### src/rtl/shift_sequencer.sv
// shift_sequencer: round-robin front end for an external 8-bit barrel shifter.
// Accepts commands from two requesters with shift amounts 0..31, runs them as
// a series of shifter passes of at most STEP_MAX bits, and returns the result
// on a valid/ready response channel.
// Optional build macro SHIFT_SEQUENCER_STATS_EN adds per-requester saturating
// completed-response counters (stat_done0 / stat_done1).
module shift_sequencer #(
    parameter int STEP_MAX = 4
) (
    input  logic        clk,
    input  logic        nrst,
    input  logic        req0_valid,
    output logic        req0_ready,
    input  logic [7:0]  req0_data,
    input  logic [4:0]  req0_amt,
    input  logic [2:0]  req0_mode,
    input  logic        req1_valid,
    output logic        req1_ready,
    input  logic [7:0]  req1_data,
    input  logic [4:0]  req1_amt,
    input  logic [2:0]  req1_mode,
    output logic        resp_valid,
    input  logic        resp_ready,
    output logic [7:0]  resp_data,
    output logic        resp_id,
    output logic [7:0]  sh_i,
    output logic [3:0]  sh_n,
    output logic        sh_ar,
    output logic        sh_lr,
    output logic        sh_rot,
`ifdef SHIFT_SEQUENCER_STATS_EN
    output logic [15:0] stat_done0,
    output logic [15:0] stat_done1,
`endif
    input  logic [7:0]  sh_o
);

    localparam logic [1:0] ST_IDLE = 2'd0;
    localparam logic [1:0] ST_RUN  = 2'd1;
    localparam logic [1:0] ST_DONE = 2'd2;

    localparam logic [3:0] STEP_N = 4'(STEP_MAX);

    // mode bit positions: {ar, lr, rot}
    localparam int M_AR  = 2;
    localparam int M_LR  = 1;
    localparam int M_ROT = 0;

    logic [1:0] state_q, state_d;
    logic [7:0] acc_q, acc_d;
    logic [3:0] rem_q, rem_d;
    logic [2:0] mode_q, mode_d;
    logic       id_q, id_d;
    logic       rr_q, rr_d;      // requester favoured when both are valid

    logic       gnt_valid_s;
    logic       gnt_id_s;
    logic [7:0] sel_data_s;
    logic [4:0] sel_amt_s;
    logic [2:0] sel_mode_s;
    logic [3:0] sel_eff_s;
    logic [3:0] pass_n_s;
    logic [3:0] rem_next_s;
    logic       resp_fire_s;

    // Effective amount: rotations wrap mod 8, plain shifts clamp at a full flush.
    function automatic logic [3:0] eff_amt(input logic [4:0] amt, input logic [2:0] mode);
        logic [3:0] e;
        if (mode[M_ROT]) begin
            e = {1'b0, amt[2:0]};
        end else if (amt >= 5'd8) begin
            e = 4'd8;
        end else begin
            e = amt[3:0];
        end
        return e;
    endfunction

    // Arbitration: grant only in IDLE; ties go to the requester not served last.
    always_comb begin
        gnt_valid_s = 1'b0;
        gnt_id_s    = 1'b0;
        if (state_q == ST_IDLE) begin
            if (req0_valid && req1_valid) begin
                gnt_valid_s = 1'b1;
                gnt_id_s    = rr_q;
            end else if (req0_valid) begin
                gnt_valid_s = 1'b1;
                gnt_id_s    = 1'b0;
            end else if (req1_valid) begin
                gnt_valid_s = 1'b1;
                gnt_id_s    = 1'b1;
            end else begin
                gnt_valid_s = 1'b0;
                gnt_id_s    = 1'b0;
            end
        end else begin
            gnt_valid_s = 1'b0;
            gnt_id_s    = 1'b0;
        end
    end

    assign req0_ready = gnt_valid_s && !gnt_id_s;
    assign req1_ready = gnt_valid_s &&  gnt_id_s;

    assign sel_data_s = gnt_id_s ? req1_data : req0_data;
    assign sel_amt_s  = gnt_id_s ? req1_amt  : req0_amt;
    assign sel_mode_s = gnt_id_s ? req1_mode : req0_mode;
    assign sel_eff_s  = eff_amt(sel_amt_s, sel_mode_s);

    // Per-pass amount is the remaining distance capped at STEP_MAX.
    assign pass_n_s   = (rem_q > STEP_N) ? STEP_N : rem_q;
    assign rem_next_s = rem_q - pass_n_s;

    assign resp_fire_s = (state_q == ST_DONE) && resp_ready;

    // Next-state logic for the sequencer FSM and its datapath registers.
    always_comb begin
        state_d = state_q;
        acc_d   = acc_q;
        rem_d   = rem_q;
        mode_d  = mode_q;
        id_d    = id_q;
        rr_d    = rr_q;
        case (state_q)
            ST_IDLE: begin
                if (gnt_valid_s) begin
                    acc_d   = sel_data_s;
                    mode_d  = sel_mode_s;
                    id_d    = gnt_id_s;
                    rr_d    = ~gnt_id_s;
                    rem_d   = sel_eff_s;
                    state_d = (sel_eff_s == 4'd0) ? ST_DONE : ST_RUN;
                end else begin
                    state_d = ST_IDLE;
                end
            end
            ST_RUN: begin
                acc_d   = sh_o;
                rem_d   = rem_next_s;
                state_d = (rem_next_s == 4'd0) ? ST_DONE : ST_RUN;
            end
            ST_DONE: begin
                if (resp_ready) begin
                    state_d = ST_IDLE;
                end else begin
                    state_d = ST_DONE;
                end
            end
            default: begin
                state_d = ST_IDLE;
            end
        endcase
    end

    // State and datapath registers; reset drops any in-flight command.
    always_ff @(posedge clk or negedge nrst) begin
        if (!nrst) begin
            state_q <= ST_IDLE;
            acc_q   <= 8'h00;
            rem_q   <= 4'd0;
            mode_q  <= 3'b000;
            id_q    <= 1'b0;
            rr_q    <= 1'b0;
        end else begin
            state_q <= state_d;
            acc_q   <= acc_d;
            rem_q   <= rem_d;
            mode_q  <= mode_d;
            id_q    <= id_d;
            rr_q    <= rr_d;
        end
    end

    // Shifter is idle (sh_n = 0) outside RUN, so its output is harmless.
    assign sh_i   = acc_q;
    assign sh_n   = (state_q == ST_RUN) ? pass_n_s : 4'd0;
    assign sh_ar  = mode_q[M_AR];
    assign sh_lr  = mode_q[M_LR];
    assign sh_rot = mode_q[M_ROT];

    assign resp_valid = (state_q == ST_DONE);
    assign resp_data  = acc_q;
    assign resp_id    = id_q;

`ifdef SHIFT_SEQUENCER_STATS_EN
    logic [15:0] done0_q;
    logic [15:0] done1_q;

    // Saturating count of completed response handshakes per requester.
    always_ff @(posedge clk or negedge nrst) begin
        if (!nrst) begin
            done0_q <= 16'h0000;
            done1_q <= 16'h0000;
        end else if (resp_fire_s) begin
            if (!id_q && (done0_q != 16'hFFFF)) begin
                done0_q <= done0_q + 16'h0001;
            end else if (id_q && (done1_q != 16'hFFFF)) begin
                done1_q <= done1_q + 16'h0001;
            end else begin
                done0_q <= done0_q;
                done1_q <= done1_q;
            end
        end else begin
            done0_q <= done0_q;
            done1_q <= done1_q;
        end
    end

    assign stat_done0 = done0_q;
    assign stat_done1 = done1_q;
`else
    logic unused_fire_s;
    assign unused_fire_s = resp_fire_s;
`endif

endmodule

### config.mk
export PLATFORM = sky130hd
export DESIGN_NAME = shift_sequencer
export DESIGN_NICKNAME = d
export VERILOG_FILES = /design/src/rtl/shift_sequencer.sv
export SDC_FILE = /design/constraint.sdc
export NUM_CORES = 1
export LEC_CHECK = 0
export ABC_CLOCK_PERIOD_IN_PS = 2210
export CORE_MARGIN = 2
export CORE_UTILIZATION = 41
export DETAILED_ROUTE_END_ITERATION = 8
export GPL_TIMING_DRIVEN = 0
export PLACE_DENSITY = 0.88
export SLEW_MARGIN = 10
export SYNTH_ARGS = -nofsm -noshare
export SYNTH_HDL_FRONTEND = slang
export SYNTH_SLANG_ARGS = --single-unit
### constraint.sdc
create_clock -name clk -period 2.21 [get_ports clk]
set_input_delay 0.442 -clock clk [delete_from_list [all_inputs] [get_ports clk]]
set_output_delay 0.442 -clock clk [all_outputs]
set_load 0.02 [all_outputs]
==> results.md <==
* CP required at 1.77 ns
* Clk_lat worst skew at 0.31 ns
* Netlist cell types at 39
* RSZ-0062 raised after global routing: false
* Cell Area, Synth at 1250 sq um
* Post-layout net count at 255
* Arr. time, crit path at 1.64 ns
* Worst Hold Slack at 0.494 ns
* Maxcap violations at 0
* Seq cells post-synth at 19
* Status: completed
* Clock Path Buffers at 2
* TNS Setup at 0 ns
* Max Slew Vio Count at 0
* Iteration-0 DRC count of the detailed router at 29
* Overall routed net length at 3560 microns
* Die X at 59.2 microns
* Yosys Warn Count at 0
* Worst Tran Pin Value at 0.848 ns
* Die Height at 59.2 microns
* FFs w/ async S/R, synth at 100%
* CTS tree: built
* F_max at 0.480 GHz
* TritonCTS buffer count at 3
* Worst hold start: resp_id$_DFFE_PN0P_
* HP Class: reg2reg
* Core Region at 2980 sq um
* Die area at 3510 sq um
* CP Capture Type: output port
* Post-synthesis sequential area ratio at 38.0%
* Final setup viols at 0
* Average size of a mapped cell at 9.47 sq um
* Flop2flop setup slack at 0.68 ns
* Clock-pin slew on the worst setup and hold paths at 0.11 ns
* Most frequent cells in the layout: clkdlybuf4s50_1 (63), dfrtp_1 (19), nor2_1 (13)
* Syn-to-layout area delta at 62.5%
* PD cells at 1300 nW/um^2
* Hold Path Cell Cnt at 2
* H-tree Lvls at 1
* Final min period at 2.08 ns
* Global Route Usage Sum at 21.7%
* Startpoint class of the critical path: register
* CP Class: reg2out
* Clock Skews at 0.00444 ns
* GP Congestion at 0.775
* Worst r2r src: rem_q[3]$_DFFE_PN0P_
* Congestion Overflow GR at 0
* FF-to-FF path depth at 4
* Final Hold Fails at 0
* I/O Buffers at 70
* Rows at 20
* Number of global-route vias before repair at 1302
* Antenna diodes at 0
* Synth Instances at 132
* Leakage dissipation at 0.939 nW
* IO Pins at 72
* Routed Antenna Nets at 0
* Worst setup startpoint: state_q[0]$_DFF_PN0_
* Worst VDD drop at 0.554 mV
* Worst rel slew slack at 43.3%
* DR vias at 1297
* WL/cell at 14.8 microns
* Main flop type after synthesis: dfrtp_1
* Via/cell ratio at 5.40
* CP max FO at 10
* First-pass GRT wire length at 5620 microns
* EDFF count, synth at 0
* Final period utilization at 94.2%
* DR DRC count at 0
* CTS sink cnt at 19
* Pin count of the biggest net entering global routing at 20
* DP HPWL at 2820 microns
* Initial Util at 42.0%
* Initial antenna violation count at 0
* Root Buffer: clkbuf_4
* Drt pass-1 iters at 4
* Share of cells above drive strength 1 at 13.5%
* Commonest non-fill, non-tap cell in the layout: clkdlybuf4s50_1
[cells by family (layout without fill, tap and decap cells)]
family          Yosys count  in the layout  synth area share [%]
other cells               2              3                 0.601
fa+ha+maj                 2              2                  2.00
mux                      12             12                  9.71
buf+inv                  20             94                  11.5
simple gates             49             49                  21.0
compound gates           28             28                  17.1
flops                    19             19                  38.0
[registers in the layout, indices dropped and copies added (netlist names)]
name,flops
mode_q,3
rem_q,4
resp_data,8
resp_id,1
rr_q,1
state_q,2
[what timing repair did]
item / in CTS / in global routing
setup endpoints to repair: 5 / 3
setup buffers: 0 / 0
resized for setup: 10 / 4
cloned: 0 / 0
hold buffers: 0 / 0
[critical path, cell delays in order, from the launching register on]
cell and delay (ns):
dfrtp_1 0.44, nor2_4 0.20, nand3_4 0.19, clkinv_4 0.15, dlygate4sd2_1 0.35
[final timing paths]
kind,end
max,req1_ready
min,resp_id$_DFFE_PN0P_
max reg2reg,state_q[0]$_DFF_PN0_
min reg2reg,resp_id$_DFFE_PN0P_
max in group asynchronous,resp_data[0]$_DFFE_PN0P_
min in group asynchronous,rem_q[3]$_DFFE_PN0P_
[Yosys cell counts (all sizes together), types with 3 or more instances]
master / number / share of area [%]
nor2: 15 / 5.7
o21ai: 6 / 2.7
inv: 5 / 1.5
a221oi: 5 / 4.0
nand3: 12 / 5.8
o21bai: 3 / 1.8
nand2: 11 / 3.3
o221ai: 4 / 2.8
dfrtp: 19 / 38
buf: 14 / 9.6
mux2i: 11 / 8.8
[report_power, final]
| part | total, mW | internal [mW] | switching (mW) | leakage, nW |
|---|---|---|---|---|
| sequential | 0.665 | 0.521 | 0.144 | 0.225 |
| clock | 0.188 | 0.0677 | 0.120 | 0.0177 |
| combinational | 1.79 | 0.892 | 0.902 | 0.696 |
[per-layer routing]
layer | GRT usage [%] | vias to the layer above | part of all wire (%)
li1 | - | 615 | -
met1 | 24.5 | 614 | 39
met2 | 38.9 | 63 | 52
met3 | 3.28 | 5 | 7.0
met4 | 11.0 | 0 | 1.8
met5 | 0 | - | 0
[metrics by stage]
stage                     setup slack (ns)  total power, mW  area [sq um]  std cells  utilization (%)
after floorplan                      0.543             1.76          1250        133                -
after global placement              -0.398             2.42          2000        236             67.0
after detailed placement            -0.421             2.48          2000        236             67.0
after CTS                          -0.0184             2.65          2020        240             68.0
after global routing                0.0493             2.83          2030        240             68.2
final                                0.128             2.65          2030        240             68.2
[final cells by class]
| class | count | area, sq um |
|---|---|---|
| Clock buffer | 3 | 22.5 |
| Sequential cell | 19 | 475 |
| Timing Repair Buffer | 70 | 694 |
| Inverter | 6 | 27.5 |
| Clock inverter | 1 | 5.00 |
| Multi-Input combinational cell | 94 | 642 |
| Tap cell | 33 | 41.3 |
| Fill cell | 218 | 947 |
| Buffer | 14 | 123 |
No activity file was read; power rests on OpenSTA's default activity.
